<file path="config.mk">
export PLATFORM = sky130hd
export DESIGN_NAME = mem_arbiter
export DESIGN_NICKNAME = d
export VERILOG_FILES = /design/src/rtl/mem_arb_pkg.sv /design/src/rtl/mem_arbiter_rr_pick3.sv /design/src/rtl/mem_arbiter.sv
export SDC_FILE = /design/constraint.sdc
export NUM_CORES = 1
export LEC_CHECK = 0
export ABC_AREA = 0
export ABC_CLOCK_PERIOD_IN_PS = 6960
export CORE_ASPECT_RATIO = 0.6
export CORE_MARGIN = 4
export CORE_UTILIZATION = 45
export DETAILED_ROUTE_END_ITERATION = 10
export PLACE_DENSITY = 0.83
export RECOVER_POWER = 100
export SETUP_SLACK_MARGIN = 0.02
export SLEW_MARGIN = 20
export SYNTH_ARGS = -nofsm -noshare
export SYNTH_HDL_FRONTEND = slang
export SYNTH_HIERARCHICAL = 1
export SYNTH_SLANG_ARGS = --single-unit
export TNS_END_PERCENT = 5
</file>
<file path="constraint.sdc">
create_clock -name clk -period 6.96 [get_ports clk]
set_input_delay 0.696 -clock clk [delete_from_list [all_inputs] [get_ports clk]]
set_output_delay 0.696 -clock clk [all_outputs]
set_load 0.005 [all_outputs]
</file>
<file path="src/rtl/mem_arb_pkg.sv">
// Shared constants, state encoding and round-robin helpers for the RAM-port arbiter.
package mem_arb_pkg;

  localparam int NPORTS_DEF  = 3;
  localparam int ADDR_W_DEF  = 27;
  localparam int PORT_ICACHE = 0;
  localparam int PORT_DCACHE = 1;
  localparam int PORT_DMA    = 2;

  typedef enum logic {
    ARB_IDLE = 1'b0,
    ARB_WAIT = 1'b1
  } arb_state_t;

  // Fold a 0..5 sum back into the 0..2 port range.
  function automatic logic [1:0] wrap3(input logic [2:0] v);
    return (v >= 3'd3) ? 2'(v - 3'd3) : v[1:0];
  endfunction

  function automatic logic [1:0] next_rr(input logic [1:0] idx);
    return wrap3({1'b0, idx} + 3'd1);
  endfunction

endpackage

</file>
<file path="src/rtl/mem_arbiter_rr_pick3.sv">
// Combinational round-robin picker over three request slots.
module rr_pick3
  import mem_arb_pkg::*;
(
  input  logic [2:0] valid,
  input  logic [1:0] rr,
  output logic [1:0] grant_idx,
  output logic       any
);

  logic [1:0] w_idx;

  // Scan from the farthest candidate back to rr so the closest valid slot wins.
  always_comb begin
    grant_idx = 2'd0;
    w_idx     = 2'd0;
    any       = |valid;
    for (int i = 2; i >= 0; i--) begin
      w_idx = wrap3({1'b0, rr} + 3'(i));
      if (valid[w_idx]) grant_idx = w_idx;
    end
  end

endmodule

</file>
<file path="src/rtl/mem_arbiter.sv">
// Per-beat round-robin arbiter sharing one RAM port between icache, dcache and DMA,
// with completion routing and post-DMA-write line invalidation.
module mem_arbiter
  import mem_arb_pkg::*;
#(
  parameter int NPORTS   = NPORTS_DEF,
  parameter int ADDR_W   = ADDR_W_DEF,
  parameter int DMA_PORT = PORT_DMA
) (
  input  logic                     clk,
  input  logic                     rst,
  input  logic [NPORTS-1:0]        c_req,
  input  logic [NPORTS-1:0]        c_we,
  input  logic [4*NPORTS-1:0]      c_be,
  input  logic [ADDR_W*NPORTS-1:0] c_addr,
  input  logic [32*NPORTS-1:0]     c_wdata,
  output logic [31:0]              c_rdata,
  output logic [NPORTS-1:0]        c_ready,
  output logic [NPORTS-1:0]        c_busy,
  output logic [NPORTS-1:0]        c_oob,
  input  logic [1:0]               cache_idle,
  output logic                     inv_valid,
  output logic [ADDR_W-1:0]        inv_addr,
  output logic                     mem_req,
  output logic                     mem_we,
  output logic [3:0]               mem_be,
  output logic [ADDR_W-1:0]        mem_addr,
  output logic [31:0]              mem_wdata,
  input  logic [31:0]              mem_rdata,
  input  logic                     mem_ready,
  input  logic                     mem_busy,
  input  logic                     mem_error_oob
);

  arb_state_t                    r_state, w_state_nxt;
  logic [NPORTS-1:0]             r_slot_vld, r_slot_we;
  logic [NPORTS-1:0][3:0]        r_slot_be;
  logic [NPORTS-1:0][ADDR_W-1:0] r_slot_addr;
  logic [NPORTS-1:0][31:0]       r_slot_wdata;
  logic [1:0]                    r_rr, r_owner;
  logic                          r_mem_req, r_mem_we;
  logic [3:0]                    r_mem_be;
  logic [ADDR_W-1:0]             r_mem_addr;
  logic [31:0]                   r_mem_wdata;
  logic [31:0]                   r_rdata;
  logic [NPORTS-1:0]             r_ready, r_oob;
  logic                          r_inv_valid;
  logic [ADDR_W-1:0]             r_inv_addr;

  logic [NPORTS-1:0] w_inflight, w_accept, w_busy;
  logic [1:0]        w_gidx;
  logic              w_any, w_grant, w_done, w_inv_set, w_inv_clr;

  rr_pick3 u_pick (
    .valid     (r_slot_vld),
    .rr        (r_rr),
    .grant_idx (w_gidx),
    .any       (w_any)
  );

  // A pulse landing on a full slot or an in-flight port is dropped outright.
  always_comb begin
    w_inflight = '0;
    w_accept   = '0;
    w_busy     = '0;
    for (int p = 0; p < NPORTS; p++) begin
      w_inflight[p] = (r_state == ARB_WAIT) && (r_owner == 2'(p));
      w_accept[p]   = c_req[p] && !r_slot_vld[p] && !w_inflight[p];
      w_busy[p]     = r_slot_vld[p] || w_inflight[p] || ((p == DMA_PORT) && r_inv_valid);
    end
  end

  always_comb begin
    w_state_nxt = r_state;
    w_grant     = 1'b0;
    w_done      = 1'b0;
    case (r_state)
      ARB_IDLE: if (w_any && !mem_busy) begin
        w_grant     = 1'b1;
        w_state_nxt = ARB_WAIT;
      end
      ARB_WAIT: if (mem_ready) begin
        w_done      = 1'b1;
        w_state_nxt = ARB_IDLE;
      end
      default: w_state_nxt = ARB_IDLE;
    endcase
  end

  assign w_inv_set = w_done && (r_owner == 2'(DMA_PORT)) && r_mem_we;
  assign w_inv_clr = r_inv_valid && (cache_idle == 2'b11);

  always_ff @(posedge clk) begin
    if (rst) r_state <= ARB_IDLE;
    else     r_state <= w_state_nxt;
  end

  always_ff @(posedge clk) begin
    if (rst) begin
      r_slot_vld   <= '0;
      r_slot_we    <= '0;
      r_slot_be    <= '0;
      r_slot_addr  <= '0;
      r_slot_wdata <= '0;
    end else begin
      for (int p = 0; p < NPORTS; p++) begin
        if (w_accept[p]) begin
          r_slot_vld[p]   <= 1'b1;
          r_slot_we[p]    <= c_we[p];
          r_slot_be[p]    <= c_be[4*p +: 4];
          r_slot_addr[p]  <= c_addr[ADDR_W*p +: ADDR_W];
          r_slot_wdata[p] <= c_wdata[32*p +: 32];
        end else if (w_grant && (w_gidx == 2'(p))) begin
          r_slot_vld[p] <= 1'b0;
        end
      end
    end
  end

  always_ff @(posedge clk) begin
    if (rst) begin
      r_rr        <= 2'd0;
      r_owner     <= 2'd0;
      r_mem_req   <= 1'b0;
      r_mem_we    <= 1'b0;
      r_mem_be    <= '0;
      r_mem_addr  <= '0;
      r_mem_wdata <= '0;
      r_rdata     <= '0;
      r_ready     <= '0;
      r_oob       <= '0;
      r_inv_valid <= 1'b0;
      r_inv_addr  <= '0;
    end else begin
      r_mem_req <= w_grant;
      r_ready   <= '0;
      r_oob     <= '0;
      if (w_grant) begin
        r_mem_we    <= r_slot_we[w_gidx];
        r_mem_be    <= r_slot_be[w_gidx];
        r_mem_addr  <= r_slot_addr[w_gidx];
        r_mem_wdata <= r_slot_wdata[w_gidx];
        r_owner     <= w_gidx;
        r_rr        <= next_rr(w_gidx);
      end
      if (w_done) begin
        r_rdata          <= mem_rdata;
        r_ready[r_owner] <= 1'b1;
        r_oob[r_owner]   <= mem_error_oob;
      end
      // mem_addr still holds the completed beat's address here.
      if (w_inv_set) begin
        r_inv_valid <= 1'b1;
        r_inv_addr  <= r_mem_addr;
      end else if (w_inv_clr) begin
        r_inv_valid <= 1'b0;
      end
    end
  end

  assign c_rdata   = r_rdata;
  assign c_ready   = r_ready;
  assign c_oob     = r_oob;
  assign c_busy    = w_busy;
  assign inv_valid = r_inv_valid;
  assign inv_addr  = r_inv_addr;
  assign mem_req   = r_mem_req;
  assign mem_we    = r_mem_we;
  assign mem_be    = r_mem_be;
  assign mem_addr  = r_mem_addr;
  assign mem_wdata = r_mem_wdata;

endmodule

</file>
# Word-level counts from Yosys, hierarchy flattened
# Index checks and enable logic that the tools add are counted.
[word_totals]
out_inout_bits = 134
word_cells = 126
ff_bits = 331
[classes]
eq_ne = 5
mux = 37
n_bitwise = 3
n_lt_le_gt_ge = 10
reduce_logical = 36
addsub = 7
[ops]
columns = ["operator", "count"]
rows = [
  ["$bmux 32 s2", 1],
  ["$bmux 27 s2", 1],
  ["$mux 32", 1],
  ["$mux 27", 1],
  ["$mux 1", 18],
  ["$logic_and 1x1->1", 17],
  ["$lt 2x3->1 const B", 5],
  ["$mux 2", 7],
  ["$ge 3x2->1 const B", 3],
  ["$bmux 1 s2", 4],
  ["$bmux 4 s2", 1],
  ["$reduce_bool 2->1", 4],
  ["$sub 2x2->2 const B", 4],
  ["$logic_not 1->1", 7],
  ["$add 2x1->3 const B", 2],
  ["$eq 2x2->1 const B", 3],
  ["$eq 2x1->1 const B", 2],
  ["$logic_not 2->1", 2],
  ["$logic_or 1x1->1", 4],
  ["$mux 4", 1],
  ["$add 2x2->3 const B", 1],
  ["$and 3x3->3", 1],
  ["$reduce_or 3->1", 1],
  ["$demux 1 s2", 1],
  ["other kinds (5)", 6],
]

# Longest topological paths before layout
[depth]
word_depth = 12
mapped_depth = 11
depth_no_buf = 9

# Cells and area by module
# Netlist, hierarchy kept.
[modules_own_cells]
columns = ["mod", "seq_area_each_um2", "n_inst", "cells_each", "area_per_inst_um2"]
rows = [
  ["mem_arbiter", 6626.4, 1, 1471, 13922.1],
  ["rr_pick3", 0.0, 1, 19, 143.9],
]

# Worst setup path after synthesis
# No wires, ideal clock.
[synth_timing]
path_type = "flip-flop to flip-flop"
from = "register r_rr[0]"
to = "register r_mem_addr[0], in the netlist mem_addr[0]"
t_arrival_ns = 2.349
stages_incl_launch_ff = 11
slack_ns = 4.488
setup_time_ns = 0.123
n_path_buf = 2
cell_sequence = "dfxtp_1 inv_1 ha_1 a21o_2 o21ai_0 o211a_1 buf_2 buf_2 mux2_2 a221oi_1 nor2_1"
[synth_via]
elab_chain_cells = 10
word_cells_on_any_way = 22
classes_between = "add/sub: 5; order compare: 3; mux: 14"
[synth_lines]
columns = ["element", "line_no", "text"]
rows = [
  ["start, declared", "mem_arbiter.sv:40", "logic [1:0] r_rr, r_owner;"],
  ["start signal, assigned", "mem_arbiter.sv:144", "r_rr <= next_rr(w_gidx);"],
  ["$add 2x2->3", "mem_arbiter_rr_pick3.sv:19", "w_idx = wrap3({1'b0, rr} + 3'(i));"],
  ["$ge 3x2->1 / $sub 2x2->2 (equally long branches)", "mem_arb_pkg.sv:17", "return (v >= 3'd3) ? 2'(v - 3'd3) : v[1:0];"],
  ["$mux 2", "mem_arb_pkg.sv:17", ""],
  ["$bmux 1 s2", "mem_arbiter_rr_pick3.sv:20", "if (valid[w_idx]) grant_idx = w_idx;"],
  ["$mux 1 (not written as such)", "mem_arbiter_rr_pick3.sv:20", ""],
  ["$mux 2 (2 in a row)", "mem_arbiter_rr_pick3.sv:20", ""],
  ["$mux 2 *", "mem_arbiter_rr_pick3.sv:20", ""],
  ["net w_gidx[0]", "mem_arbiter.sv:51", "logic [1:0] w_gidx;"],
  ["$bmux 27 s2 *", "mem_arbiter.sv:141", "r_mem_addr <= r_slot_addr[w_gidx];"],
  ["$mux 27 (not written as such) *", "mem_arbiter.sv:141", ""],
  ["end signal, assigned", "mem_arbiter.sv:141", ""],
  ["end, declared", "mem_arbiter.sv:43", "logic [ADDR_W-1:0] r_mem_addr;"],
]
# The timed path passes the listed nets; every way through them passes the cells marked *. The select of a mux whose other input is x is not followed.
# A chain may end at the register's enable or synchronous reset.

# Worst setup path in the final report
[layout_timing]
from = "register r_state"
to = "output port c_busy[0]"
[layout_via]
elab_chain_cells = 2
[layout_lines]
columns = ["element", "line_no", "text"]
rows = [
  ["start, declared", "mem_arbiter.sv:35", "arb_state_t r_state, w_state_nxt;"],
  ["start signal, assigned", "mem_arbiter.sv:95", "else r_state <= w_state_nxt;"],
  ["$logic_and 1x1->1", "mem_arbiter.sv:67", "w_inflight[p] = (r_state == ARB_WAIT) && (r_owner == 2'(p));"],
  ["$logic_or 1x1->1", "mem_arbiter.sv:69", "w_busy[p] = r_slot_vld[p] || w_inflight[p] || ((p == DMA_PORT) && r_inv_valid);"],
  ["end, declared", "mem_arbiter.sv:19", "output logic [NPORTS-1:0] c_busy,"],
]
# Every way passes these cells.

==> flow_metrics.py <==
metrics = {
    "setup_path": {
        "setup.worst_path.start_class": "flip-flop",
        "path_class": "flip-flop to primary output",
        "critPathCaptureType": "primary output",
        "crit_slowest_cell": "or3b_1",
        "critical-path-top-delay-family": "simple AND/OR/NAND/NOR gates",
        "arrival_ps": 4100,
        "cp_num_buf_inv": 1,
        "cp.required_ps": 6260,
        "critical_path.max_fanout": 70,
        "max_stage_delay_ps": 2230,
        "crit_path_cell_trace": "or3b_1, nand2b_1, dlygate4sd3_1",
    },
    "placed_design": {
        "place.port_buffers": 367,
        "dp_hpwl_mm": 28.3,
        "gp_congestion": 0.815,
        "dp_cells": 2140,
        "placed_cell_area_sq_um": 17800,
    },
    "pwr": {
        "switching_power_mw": 1.27,
        "seqPwrFrac_pct": 45.0,
        "p_clk_share_pct": 37.3,
        "total_leakage_power_nw": 7.65,
        "swShare_pct": 26.8,
        "p_per_area_nw_per_um2": 252,
        "ir_drop_uv": 171,
        "combPwrFrac_pct": 17.7,
        "p_int_mw": 3.46,
    },
    "final_layout": {
        "final_common_cell": "dfxtp_1",
        "final_cell_mix": "331 x dfxtp_1, 320 x nand2_1, 232 x clkdlybuf4s50_1",
        "final_core_util_pct": 61.8,
        "fillers": 2463,
        "drive_gt1_share_pct": 8.00,
        "fin_area_sq_um": 18800,
        "syn_to_final_growth_pct": 33.4,
        "fin_cells": 2203,
        "finalNetCount": 2007,
    },
    "global_routing": {
        "grt_usage_pct": 24.7,
        "grt_overflow": 0,
        "gr-usage-met2_pct": 40.7,
        "antenna_found_initial": 8,
        "grt_pass1_wl_mm": 69.9,
        "met1_usage_pct": 32.4,
        "grt_max_degree": 231,
        "top_usage_layer": "met2",
        "grt_pass1_vias": 12480,
        "met3_usage_pct": 5.08,
    },
    "floorplan": {
        "start_util_pct": 46.3,
        "dieArea_sq_um": 34200,
        "coreArea_sq_um": 30300,
        "num_rows": 49,
        "io-pin-count": 368,
        "die_h_um": 145,
        "die_w_um": 236,
    },
    "cts": {
        "cts_sinks": 331,
        "postCtsSetupBuffers": 0,
        "cts_hold_buf": 0,
        "clk_pin_slew_ps": 60,
        "cts_tree": "yes",
        "cts_resized": 0,
        "numCtsBuffers": 31,
        "root_buffer": "clkbuf_16",
        "clock_path_buffers": 3,
        "insertion_delay_ps": 560,
        "h-tree-depth": 1,
    },
    "routing": {
        "num_vias": 12181,
        "first_pass_iters": 5,
        "remaining_drc_errors": 0,
        "route.antenna.remaining_nets": 0,
        "routed_wl_mm": 44.6,
        "vias_per_cell": 5.53,
        "drtIter0Drc": 1015,
        "avgRoutedWirePerCell_um": 20.3,
    },
    "sta": {
        "fin_crit_sh_pct": 68.9,
        "setup_tns_ps": 0,
        "max_freq_mhz": 208,
        "fin_worst_skew_ps": 10.6,
        "max_slew_margin_pct": -158,
        "rsz0062_at_grt": "no",
        "worst_pin_slew_ps": 3870,
        "period_minus_slack_ps": 4800,
        "hold_viol_final": 0,
        "report.final.setup_viol": 0,
        "report.final.slew_viol_count": 339,
    },
    "run_status": {
        "failed_checks": "max-capacitance violations, max-slew violations",
        "status": "finished, violations left",
    },
    "synthesis": {
        "avgSynthCellArea_sq_um": 9.44,
        "ys_ff_latch": 331,
        "yosysUniqueCellTypes": 48,
        "netlist_instances": 1490,
        "yosysTopAreaCell": "dfxtp_1",
        "async_reset_ff_share_pct": 0,
        "yosysWarnings": 6,
        "synth-edff-count": 0,
        "netlist_top_cells_area": "dfxtp_1 47%, mux2i_1 11%, nand2_1 8.5%, mux2_2 5.1%, a31o_1 3.7%",
        "synthFlopType": "dfxtp_1",
        "synth_nets": 1731,
        "yosysTopAreaCellShare_pct": 47.1,
        "ys_seq_area_share_pct": 47.1,
        "synth_area_sq_um": 14100,
    },
    "worst_hold_path": {
        "hold_path.class": "flip-flop to flip-flop",
    },
    "flow_run": {
        "drv_cap": 6,
    },
}
[tightest hold or removal path, cell delays in order, from the launching register on]
cell	delay, ps
dfxtp_1	300
nand2_1	50
mux2i_1	50
[layout make-up]
cell class,instances,area [sq um],share of cell area [%]
antenna,7,17.5,0.0934
timing repair buffer,382,3800,20.3
inverter,5,26.3,0.140
sequential,331,6630,35.3
clock buffer,40,860,4.58
multi-input combinational,1015,6730,35.9
clock inverter,15,189,1.01
tap,408,510,2.72
[cells in the mapped netlist, types with 2 or more instances]
| cell type | n |
|---|---|
| mux2_2 | 64 |
| nor4b_1 | 2 |
| o21a_1 | 4 |
| buf_4 | 13 |
| inv_1 | 4 |
| ha_1 | 7 |
| a21boi_0 | 3 |
| a221oi_2 | 20 |
| nor2_1 | 65 |
| mux2i_1 | 155 |
| buf_2 | 23 |
| nor2b_1 | 3 |
| dfxtp_1 | 331 |
| a21bo_2 | 4 |
| a31o_1 | 59 |
| nand3_1 | 4 |
| o21ai_0 | 64 |
| clkbuf_1 | 77 |
| and2b_1 | 3 |
| a21oi_1 | 71 |
| buf_6 | 11 |
| nand4_1 | 4 |
| nand3b_1 | 2 |
| nand2b_1 | 63 |
| a22oi_1 | 3 |
| and2_1 | 4 |
| a221oi_1 | 41 |
| or3b_1 | 2 |
| buf_1 | 15 |
| a22o_1 | 32 |
| nand2_1 | 320 |
[path summary, 6_finish.rpt]
check                                 from                        end  slack (ps)  cells past startpoint
setup / recovery        r_state$_SDFF_PP0_                  c_busy[0]        2160                      3
setup reg to reg        r_state$_SDFF_PP0_  r_slot_be[5]$_SDFFE_PP0P_        2210                      4
hold / removal    inv_addr[6]$_SDFFE_PP0P_   inv_addr[6]$_SDFFE_PP0P_         450                      2
hold reg to reg   inv_addr[6]$_SDFFE_PP0P_   inv_addr[6]$_SDFFE_PP0P_         450                      2
[power groups by stage]
stage	Combinational, mW	Sequential (mW)	Clock [mW]
floorplan	0.481	2.14	0
global placement	0.827	2.16	0
detailed placement	0.852	2.17	0
CTS	0.858	2.13	1.80
global route	0.904	2.14	1.87
finish	0.837	2.13	1.76
[per-layer routing]
metal	part of all wire (%)	wire length, um
met1	44	19400
met2	47	20900
met3	6.3	2830
met4	3.2	1430
met5	0.022	10
[cell families (layout without fill, tap and decap cells)]
kind of cell | Yosys count | after routing | synth area share, %
and+or+nand+nor | 479 | 479 | 14.6
DFF | 331 | 331 | 47.1
AOI/OAI and AO/OA | 310 | 310 | 16.5
muxes | 219 | 219 | 16.2
buffers and inverters | 144 | 442 | 4.98
adders and majority gates | 7 | 7 | 0.623
other | 0 | 7 | 0
[flip-flops by register name, summed over array words and instances (netlist names), 2 cells and up]
| register | cells |
|---|---|
| c_ready | 3 |
| mem_wdata | 32 |
| r_slot_addr | 81 |
| mem_be | 4 |
| r_slot_be | 12 |
| r_slot_wdata | 96 |
| inv_addr | 27 |
| r_rr | 2 |
| c_oob | 3 |
| mem_addr | 27 |
| r_owner | 2 |
| c_rdata | 32 |
| r_slot_we | 3 |
| r_slot_vld | 3 |
[per-stage QoR]
stage / power, mW / hold slack (ps) / setup WS [ps]
global route: 4.91 / 472 / 1970
detailed placement: 3.02 / 445 / 3650
CTS: 4.79 / 458 / 3470
floorplan: 2.62 / 431 / 4490
global placement: 2.99 / 439 / 3420
finish: 4.73 / 451 / 2160
Power figures use the tool's default switching activity.
==> RTL change 1, RTL diff (config.mk and constraints unchanged) <==
Change the package constant `ADDR_W_DEF` from 27 to 19.
--- a/src/rtl/mem_arb_pkg.sv
+++ b/src/rtl/mem_arb_pkg.sv
@@ -2,7 +2,7 @@
 package mem_arb_pkg;
 
   localparam int NPORTS_DEF  = 3;
-  localparam int ADDR_W_DEF  = 27;
+  localparam int ADDR_W_DEF  = 19;
   localparam int PORT_ICACHE = 0;
   localparam int PORT_DCACHE = 1;
   localparam int PORT_DMA    = 2;
Ports: changed (resized c_addr, inv_addr and mem_addr); port bits go from 368 to 328. No check against the original RTL was run, so the function may have changed too.
==> RTL change 1 against the unedited design <==
The flow still finishes with violations (capacitance limit, slew limit); clock skew up 4.9 ps; register-to-register slack worse by 120 ps; setup slack worse by 100 ps; largest cell class unchanged; count of clock-buffer cells in the layout unchanged; synthesized cell count down 13%; total power down 10%; wire length down 15%; clock power down 7%; highest routed layer is now met4; synthesized area down 10%; sequential cell count down 40; sequential share of layout area down 0.10 points; design area down 12%.
==> RTL change 1: results (changes against the unedited design) <==
Detailed routing
The wire length reported by the detailed router is 38.0 mm (-15%). The number of optimization iterations in the first detailed-route pass is 7 (+2). The post-detailed-route via-to-cell ratio is 5.47 (-1.1%). The via count of the routed design is 10600 (-13%).

The number of violations reported at the end of detailed-routing iteration 0 is 739 (-27%).

Synthesis
The complex-gate fraction of the synthesized area is 0.185 (+0.0201). The synthesized net count is 1520 (-12%). The proportion of synthesized area in mux cells is 0.153 (-0.00807). The number of unique standard cell types used by synthesis came to 52 (+8.3%). The average instance area after synthesis was 9.71 sq um (+2.9%).

By count the netlist is led by sky130_fd_sc_hd__dfxtp_1 (291), sky130_fd_sc_hd__nand2_1 (272), sky130_fd_sc_hd__mux2i_1 (131), sky130_fd_sc_hd__a21oi_1 (61), sky130_fd_sc_hd__nor2_1 (57). The synthesized-area fraction occupied by adder cells is 0.00692 (+0.000695). By area the synthesized netlist is led by sky130_fd_sc_hd__dfxtp_1 (46%), sky130_fd_sc_hd__mux2i_1 (10%), sky130_fd_sc_hd__nand2_1 (8.1%).

Final layout
The number of filler cells placed in the layout was 2349 (-4.6%). The number of nets in the layout came to 1770 (-12%).

Global route
The via count of the first global-routing pass came to 10500 (-16%). The met2 track demand over resource is 0.366 (-0.0406). The number of antenna violations at the first check in global routing is 1 (-7). The fraction of met3 tracks used by global routing came to 0.0503 (-0.000486). The global-route usage over all layers is 0.231 (-0.0154).

The largest net degree at the start of global routing was 136 (-41%). The wire length of the first global-routing pass is 58.2 mm (-17%).

Status
The flow ran to the end, but the final reports show violations. The final reports fail on capacitance limit, slew limit.

Placed design
The weighted congestion reported at the end of routability-driven placement is 0.870 (+6.7%). The total of buffers placed on input and output ports was 327 (-11%). The half-perimeter wire length after detailed placement came to 24.5 mm (-13%).

Timing
The transition at the pin with the smallest max-transition slack is 4680 ps (+814 ps). The count of pins over their slew limit was 272 (-20%). The largest clock skew in the final design is 15.6 ps (+4.94 ps).

Flow run
The count of max-cap constraint violations is 5 (-1).

Worst setup path
The worst path arrival time is 4200 ps (+100 ps). The maximum fanout along the worst path came to 84 (+20%).

Power and ir drop
The largest vdd supply drop was 0.203 mV (+19%). The leakage component of the power is 0.00677 uW (-11%).

Clock tree
The TritonCTS buffer count is 28 (-9.7%).
RTL change 1: layout make-up:
type | instances | area share
sequential | 291 | 0.352
inverter | 5 | 0.00166
clock buffer | 40 | 0.0512
tap | 367 | 0.0278
timing repair buffer | 340 | 0.204
clock inverter | 10 | 0.00809
antenna | 2 | 0.000303
multi-input combinational | 887 | 0.355
RTL change 1: layer usage:
metal / vias up / routed length, um
li1: 5044 / -
met1: 5124 / 17800
met3: 44 / 2740
met5: - / 0
met4: 0 / 575
met2: 410 / 16900
RTL change 1: power by group through the flow:
stage / registers [uW] / clock network (uW) / logic [uW]
3_3_place_gp: 1900 / 0 / 765
5_1_grt: 1880 / 1720 / 800
4_1_cts: 1870 / 1650 / 787
2_1_floorplan: 1880 / 0 / 471
3_5_place_dp: 1910 / 0 / 782
6_report: 1870 / 1630 / 740
RTL change 1: metrics by stage:
stage	utilization	power, uW	area (sq um)	setup WS, ps
after floorplan	-	2360	12700	4480
after global placement	0.574	2670	15900	3300
after detailed placement	0.574	2690	15900	3140
after CTS	0.610	4310	16900	3170
after global routing	0.598	4410	16500	1700
final	0.599	4240	16500	2060
RTL change 1: worst paths after layout:
check / from / endpoint / slack (ps) / depth (start not counted)
setup / recovery: r_state / c_busy[0] / 2060 / 3
hold / removal: inv_addr[13] / inv_addr[13] / 450 / 2
setup reg to reg: r_state / r_slot_wdata[52] / 2090 / 4
hold reg to reg: inv_addr[13] / inv_addr[13] / 450 / 2
RTL change 1: worst max-delay path, cell delays in order (launching register included):
cell	delay, ps
sky130_fd_sc_hd__dfxtp_1	480
sky130_fd_sc_hd__or3b_1	2350
sky130_fd_sc_hd__nand2b_1	80
sky130_fd_sc_hd__dlygate4sd3_1	740
==> RTL change 2, RTL diff (config.mk and constraints unchanged) <==
Made on the original files. Make the reset (`rst`) asynchronous in 3 clocked blocks.
--- a/src/rtl/mem_arbiter.sv
+++ b/src/rtl/mem_arbiter.sv
@@ -90,12 +90,12 @@
   assign w_inv_set = w_done && (r_owner == 2'(DMA_PORT)) && r_mem_we;
   assign w_inv_clr = r_inv_valid && (cache_idle == 2'b11);
 
-  always_ff @(posedge clk) begin
+  always_ff @(posedge clk or posedge rst) begin
     if (rst) r_state <= ARB_IDLE;
     else     r_state <= w_state_nxt;
   end
 
-  always_ff @(posedge clk) begin
+  always_ff @(posedge clk or posedge rst) begin
     if (rst) begin
       r_slot_vld   <= '0;
       r_slot_we    <= '0;
@@ -117,7 +117,7 @@
     end
   end
 
-  always_ff @(posedge clk) begin
+  always_ff @(posedge clk or posedge rst) begin
     if (rst) begin
       r_rr        <= 2'd0;
       r_owner     <= 2'd0;
Behaviour: differs if rst is asserted again (counterexample within 4 cycles, from zero or initial values and one cycle with rst high); with rst held inactive, the same outputs for 4 cycles.
==> RTL change 2 against the unedited design <==
The flow still finishes with violations (capacitance limit, slew limit); synthesized area down 1.8%; non-clock buffer count is the same; global-route usage shrank 1.9 points; count of clock-buffer cells in the layout increased by 1; design area up 0.27%; clock skew shrank 1.0 ps; setup slack got worse by 23 ps; sequential cell count unchanged; wire length is 13% lower.
Power is not compared: it rests on default switching activity, and its combinational part moved more than twofold at a synthesized area within 25%.
==> RTL change 2: results (changes against the unedited design) <==
Final layout
The number of nets in the layout is 1560 (-22%). The relative area of non-clock buffer cells in the final design was 0.201 (-0.00148). The number of signal-net inverters in the final layout was 9 (+4).

The final-layout clock buffer total is 41 (+2.5%). The number of diodes is 5 (-2). The number of filler cells placed in the layout is 2236 (-9.2%).

Synthesis
For this run, the leading register cell type out of synthesis is sky130_fd_sc_hd__dfrtp_1. The sequential element share of the synthesized area is 0.600 (+0.129). After synthesis, the cell types taking the most area are sky130_fd_sc_hd__dfrtp_1 (60%), sky130_fd_sc_hd__mux2_2 (22%), sky130_fd_sc_hd__mux2i_1 (2.6%). The share of flip-flops with an asynchronous set or reset after synthesis was 1.00 (+1.00). The number of unique standard cell types used by synthesis is 35 (-27%). In the synthesized netlist, the cells that appear most often are sky130_fd_sc_hd__dfrtp_1 (331), sky130_fd_sc_hd__mux2_2 (274), sky130_fd_sc_hd__nor2_1 (59), sky130_fd_sc_hd__nand2_1 (51), sky130_fd_sc_hd__o221ai_1 (37).

Detailed routing
The via count of the routed design was 9464 (-22%). The number of violations reported at the end of detailed-routing iteration 0 is 512 (-50%). The number of optimization iterations in the first detailed-route pass is 6 (+1).

Timing
The upper clock frequency limit was 0.207 GHz (-0.49%). The count of pins over their slew limit is 447 (+32%). The largest clock skew in the final design is 9.61 ps (-1.02 ps). The transition at the pin with the smallest max-transition slack came to 4480 ps (+608 ps).

Flow run
The count of max-cap constraint violations was 10 (+4).

Worst setup path
The critical path capture point type is a flip-flop. The endpoint of the worst-slack reg-to-reg timing path is mem_addr[1]. Among all stages on the critical path, the largest delay is contributed by sky130_fd_sc_hd__clkinvlp_2. The length in cells of the worst reg-to-reg path was 6 (+2). The worst setup path startpoint is r_slot_vld[0].

Status
The run finished, with violations left. The final reports fail on capacitance limit, slew limit.

Global route
The number of antenna violations at the first check in global routing is 9 (+1). The via count of the first global-routing pass is 10100 (-19%). The largest net degree at the start of global routing came to 180 (-22%). The global-route usage over all layers came to 0.227 (-0.0192).

Placed design
The half-perimeter wire length after detailed placement is 26.4 mm (-6.5%).
[RTL change 2: cell families (layout without fill, tap and decap cells)]
kind of cell | Yosys count | after routing | synth area share
multiplexers | 315 | 315 | 0.254
buffers and inverters | 74 | 447 | 0.0333
adder cells (fa/ha/maj) | 6 | 6 | 0.00544
AND/OR/NAND/NOR | 128 | 128 | 0.0390
AO/OA/AOI/OAI | 117 | 117 | 0.0689
flip-flops | 331 | 331 | 0.600
other | 0 | 5 | 0
[RTL change 2: worst min-delay path by stage]
stage | startpoint | endpoint | slack [ps] | cells past startpoint
6_report | mem_wdata[17] | mem_wdata[17] | 490 | 1
5_1_grt | mem_wdata[16] | mem_wdata[16] | 500 | 1
4_1_cts | rst | r_slot_addr[9] | 460 | 2
3_5_place_dp | mem_wdata[17] | mem_wdata[17] | 480 | 1
3_3_place_gp | mem_wdata[18] | mem_wdata[18] | 470 | 1
2_1_floorplan | r_slot_addr[32] | r_slot_addr[32] | 470 | 1
[RTL change 2: through the flow]
stage          cells  hold WS [ps]  power [uW]   util  area, sq um
2_1_floorplan    971           474        5450      -        13800
3_3_place_gp    1695           474        6800  0.589        17700
3_5_place_dp    1695           479        6960  0.589        17700
4_1_cts         1751           464        8840  0.626        18800
5_1_grt         1757           502        9190  0.625        18800
6_report        1757           489        8660  0.625        18800
[RTL change 2: layer usage]
metal  vias up  wire length, um  global-route usage
li1       4212                -                   -
met1      4839            16400               0.302
met2       327            18400               0.370
met3        78             2770              0.0590
met4         8             1090              0.0728
met5         -               49                   0
[RTL change 2: power by group through the flow]
stage / logic [uW] / clock network [uW] / registers [uW]
after CTS: 3550 / 1880 / 3420
final: 3420 / 1830 / 3410
after floorplan: 2150 / 0 / 3300
after global placement: 3390 / 0 / 3400
after global routing: 3710 / 1960 / 3510
after detailed placement: 3520 / 0 / 3440
